`src/rtl/tohost_monitor.sv`:
```
`default_nettype none
// ============================================================================
// Module   : tohost_monitor
// Purpose  : Passive watcher on a core's data-memory write port. It detects
//            the RISC-V style "tohost" exit write and reports the test
//            outcome. An optional watchdog (TOHOST_TIMEOUT_EN) ends the test
//            if no exit write arrives in time.
// Macro    : TOHOST_TIMEOUT_EN - define it to compile the watchdog in.
//            Leave it undefined and timeout is tied low, so the monitor can
//            stay in RUN for ever.
// Ports    : clk          - the single clock; all state changes on its rising edge
//            rst_n        - asynchronous, active-low reset
//            mem_we       - core data-memory write enable
//            mem_addr     - core data-memory byte address
//            mem_wdata    - core data-memory write data
//            done         - sticky; the test has ended (exit or timeout)
//            pass         - sticky; exit code 0 was received
//            fail_code    - exit code (mem_wdata[31:1]) of a failing exit
//            timeout      - sticky; the watchdog expired before any exit write
//            cycle_count  - cycles spent in RUN; saturates at all-ones
// Revision : 1.0 - initial release
// ============================================================================
module tohost_monitor #(
    parameter logic [31:0] TOHOST_ADDR    = 32'h8000_1000,
    parameter int unsigned TIMEOUT_CYCLES = 5000
) (
    input  logic        clk,
    input  logic        rst_n,
    input  logic        mem_we,
    input  logic [31:0] mem_addr,
    input  logic [31:0] mem_wdata,
    output logic        done,
    output logic        pass,
    output logic [30:0] fail_code,
    output logic        timeout,
    output logic [31:0] cycle_count
);

    typedef enum logic [1:0] {
        RUN     = 2'd0,
        PASS    = 2'd1,
        FAIL    = 2'd2,
        TIMEOUT = 2'd3
    } state_t;

    state_t state;

    // An exit write needs an exact address match and bit 0 set. With bit 0
    // clear, a write to tohost is a syscall request and is not an exit.
    logic exit_write;
    logic exit_clean;

    assign exit_write = mem_we && (mem_addr == TOHOST_ADDR) && mem_wdata[0];
    assign exit_clean = (mem_wdata[31:1] == 31'd0);

`ifdef TOHOST_TIMEOUT_EN
    // Last RUN cycle the watchdog allows. Leaving RUN on this cycle freezes
    // cycle_count at exactly TIMEOUT_CYCLES.
    localparam logic [31:0] TIMEOUT_LAST = 32'(TIMEOUT_CYCLES - 1);
`else
    assign timeout = 1'b0;
`endif

    always_ff @(posedge clk or negedge rst_n) begin
        if (!rst_n) begin
            state       <= RUN;
            done        <= 1'b0;
            pass        <= 1'b0;
            fail_code   <= 31'd0;
            cycle_count <= 32'd0;
`ifdef TOHOST_TIMEOUT_EN
            timeout     <= 1'b0;
`endif
        end else begin
            case (state)
                RUN: begin
                    // The exit-write cycle itself is counted.
                    if (cycle_count != 32'hFFFF_FFFF) begin
                        cycle_count <= cycle_count + 32'd1;
                    end
                    if (exit_write) begin
                        done <= 1'b1;
                        if (exit_clean) begin
                            state <= PASS;
                            pass  <= 1'b1;
                        end else begin
                            state     <= FAIL;
                            fail_code <= mem_wdata[31:1];
                        end
                    end
`ifdef TOHOST_TIMEOUT_EN
                    // An exit write on the same cycle takes priority over
                    // the watchdog.
                    else if (cycle_count == TIMEOUT_LAST) begin
                        state   <= TIMEOUT;
                        done    <= 1'b1;
                        timeout <= 1'b1;
                    end
`endif
                end
                // PASS, FAIL and TIMEOUT are absorbing. Only reset leaves them.
                default: begin
                    state <= state;
                end
            endcase
        end
    end

endmodule
`default_nettype wire

```
`config.mk`:
```
export PLATFORM = sky130hd
export DESIGN_NAME = tohost_monitor
export DESIGN_NICKNAME = d
export VERILOG_FILES = /design/src/rtl/tohost_monitor.sv
export SDC_FILE = /design/constraint.sdc
export NUM_CORES = 1
export LEC_CHECK = 0
export BUFFER_PORTS_ARGS = -buffer_cell sky130_fd_sc_hd__buf_2
export CAP_MARGIN = 40
export CORE_MARGIN = 10
export CORE_UTILIZATION = 40
export DETAILED_ROUTE_END_ITERATION = 10
export GPL_TIMING_DRIVEN = 0
export HOLD_SLACK_MARGIN = 0.12
export PLACE_DENSITY = 0.79
export SLEW_MARGIN = 20
export SYNTH_ARGS = -nofsm -noshare
export SYNTH_HDL_FRONTEND = slang
export SYNTH_SLANG_ARGS = --single-unit
```
`constraint.sdc`:
```
create_clock -name clk -period 4.1 [get_ports clk]
set_clock_uncertainty 0.1 [all_clocks]
set_input_delay 0.82 -clock clk [delete_from_list [all_inputs] [get_ports clk]]
set_output_delay 0.82 -clock clk [all_outputs]
set_load 0.01 [all_outputs]
```
==> key figures <==
Power and ir drop
  – Clk pwr share: 0.466
  – Switching part of the total power: 0.220
  – Comb power frac: 0.042
  – Power density cells: ~330 nW/um^2
  – Sequential share of power: 0.492
  – VDD IR max: 0.201 mV
  – Leak: between 0.002 and 0.0025 uW
  – Switching power: 295 uW
  – Total internal power: 1050 uW

Floorplan
  – # rows: 31
  – Die height: approximately 110 microns
  – I/O pins: 133
  – Full die area: around 11000 sq um
  – Core area: approximately 7300 sq um
  – Chip width: 107 microns
  – Initial Utilization: 0.414

Finish
  – Fill cell count: 637
  – ANT cells: 0
  – Post-route cell area: 4070 sq um
  – Nets: approximately 460
  – Share of layout cells above drive strength 1: 0.482
  – Post-layout util: 0.556
  – Area delta synth->final: 34.1%

Routing
  – Post-Route WL: 8.17 mm
  – Vias per cell: 5.00
  – # DRC: 0
  – DR WL/cell: 16.5 microns
  – Drt pass-1 iters: 4
  – Antenna Nets Post-Route: 0
  – Initial DRC count: between 50 and 60
  – Vias: roughly 2500

Logic synthesis
  – Post-synthesis async set-or-reset flop share: 1.00
  – Most common cell in the synthesized netlist: dfrtp_1
  – Post-Synthesis Mean Instance Area: 12.2 sq um
  – Synth unique cells: 41
  – Top_reg_cell synth: dfrtp_1
  – EDFF count, synth: 0
  – Ys Warns: 0
  – Largest area contributor in the netlist: dfrtp_1
  – Synthesized area: 3040 sq um
  – Leading cell types by count after synthesis: dfrtp_1 (67), mux2_2 (22), xor2_1 (15)
  – Yosys reg bits: 67
  – Synth top area share: 0.552
  – Synthesized instance count: 248
  – Syn Nets: 316
  – Seq/Total Area, Yosys: 0.552
  – Synth top area cells: dfrtp_1 (55%), mux2_2 (8.2%), xor2_1 (4.3%), xnor2_1 (3.7%), mux2_1 (3.3%)

Timing
  – Max_slew headroom: 0.614
  – Fin. max-slew vios: 0
  – Crit path setup slack, layout: 1.63 ns
  – Fmax: 405 MHz
  – RSZ-0062 raised after global routing: no
  – Worst slew pin tran: around 0.58 ns
  – Tcrit/Tclk final: 0.602
  – Endpoints failing hold: 0
  – Final setup viols: 0
  – Post-route setup TNS: 0 ns
  – Tmin final: 2.47 ns

Clock tree
  – Clock slew at reported path FFs: 0.08 ns
  – Post-CTS Setup Bufs: 0
  – Worst skew pair latency: 0.35 ns
  – Hold bufs inserted after CTS: 0
  – H-tree depth: 3
  – CTS max path bufs: 2
  – CTS tree: yes
  – Post_cts resized: 0
  – Cts bufs inserted: 9
  – Clock sinks: 67
  – Clk root buf: clkbuf_8

Setup path
  – R2R Path End: fail_code[23]$_DFFE_PN0P_
  – Worst R2R Setup Slack: 1.78 ns
  – Crit Path Class: input port to register
  – Worst Path Max Fanout: 10
  – Reg2Reg Depth: 7
  – Reg-to-Reg Start: state[1]$_DFFE_PN0P_
  – Req. time, crit path: 4.23 ns
  – Critical Path Start Type: input port
  – Critical Path AT: 2.60 ns
  – Nature of the critical path endpoint: register

Place
  – Dpl ws: 1.21 ns
  – GPL Wtd Cong: 0.777
  – Port Buf Inserts: around 130
  – DP Area: 3850 sq um
  – Dpl hpwl: 6.49 mm

GRT
  – GRT overflow: 0
  – Initial antenna violation count: 0
  – Largest net degree at the start of global routing: 55
  – Overall routing resource usage: 0.144
  – Vias in the first global route: between 2000 and 3000
  – First-pass GRT wire length: 13.4 mm

Hold path
  – HP Class: input port to asynchronous set/reset pin

Flow run
  – MaxCap Viol Count: 0

Run status
  – Status: finished, final reports clean
-- power by group through the flow --
| stage | Combinational, uW | Clock, uW | Sequential [uW] |
|---|---|---|---|
| 2_1_floorplan | 4.78 | 0 | 674 |
| 6_report | 56.0 | 626 | 660 |
| 5_1_grt | 63.2 | 665 | 660 |
| 3_5_place_dp | 56.7 | 0 | 673 |
| 3_3_place_gp | 51.5 | 0 | 673 |
| 4_1_cts | 57.1 | 640 | 660 |
-- metrics by stage --
step | total power [uW] | hold WS (ns) | instances
final | 1340 | 0.216 | 495
after global placement | 725 | 0.350 | 478
after global routing | 1390 | 0.205 | 495
after CTS | 1360 | 0.204 | 495
after detailed placement | 730 | 0.348 | 479
after floorplan | 678 | 0.379 | 248
-- registers in the layout (all words and copies together) (netlist names) --
signal / flops
cycle_count: 32
fail_code: 31
state: 2
done: 1
pass: 1
-- cell type report --
type	instances	area [sq um]	share of cell area
Multi-Input combinational cell	171	1310	0.321
Inverter	5	18.8	0.00461
Buffer	5	35.0	0.00860
Clock inverter	6	88.8	0.0218
Sequential cell	67	1680	0.412
Timing Repair Buffer	132	686	0.168
Clock buffer	10	138	0.0338
Tap cell	99	124	0.0304
-- layout by cell type (no fill, tap or decap), types with 10 or more instances in the layout --
cell type,instances
buf_2,131
clkbuf_8,10
dfrtp_1,67
mux2_2,22
nand2_1,14
nand3_1,12
nand4_1,11
nor2_1,13
nor4_1,14
xnor2_1,13
xor2_1,15
-- cells by family (layout without fill, tap and decap cells) --
group,Yosys count,count (layout),share of synthesized area
AND/OR/NAND/NOR,96,96,0.182
buffers and inverters,10,158,0.0177
adder cells (fa/ha/maj),1,1,0.00412
XOR/XNOR,28,28,0.0807
other,1,1,0.00123
flip-flops,67,67,0.552
AO/OA/AOI/OAI,12,12,0.0391
multiplexers,33,33,0.123
-- worst max path at each step --
stage,from,end,slack (ns)
2_1_floorplan,mem_addr[1],fail_code[13]$_DFFE_PN0P_,1.65
3_3_place_gp,mem_addr[1],fail_code[20]$_DFFE_PN0P_,1.26
4_1_cts,mem_addr[1],fail_code[12]$_DFFE_PN0P_,1.57
3_5_place_dp,mem_addr[1],fail_code[20]$_DFFE_PN0P_,1.21
6_report,mem_addr[1],fail_code[23]$_DFFE_PN0P_,1.63
5_1_grt,mem_addr[1],fail_code[12]$_DFFE_PN0P_,1.45
-- critical path, cell delays in order --
cell	delay, ns
buf_2	0.10
nor4b_1	0.28
nand4_1	0.14
nor3_1	0.37
nor2b_1	0.17
buf_2	0.16
buf_4	0.20
mux2_2	0.35
-- metal layers --
| metal | GRT usage | up-vias | part of all wire |
|---|---|---|---|
| met1 | 0.149 | 1183 | 0.38 |
| met4 | 0.0667 | 0 | 0.022 |
| met5 | 0 | - | 0 |
| met3 | 0.0743 | 19 | 0.11 |
| met2 | 0.239 | 90 | 0.49 |
| li1 | - | 1185 | - |
(Power assumes the default switching activity.)
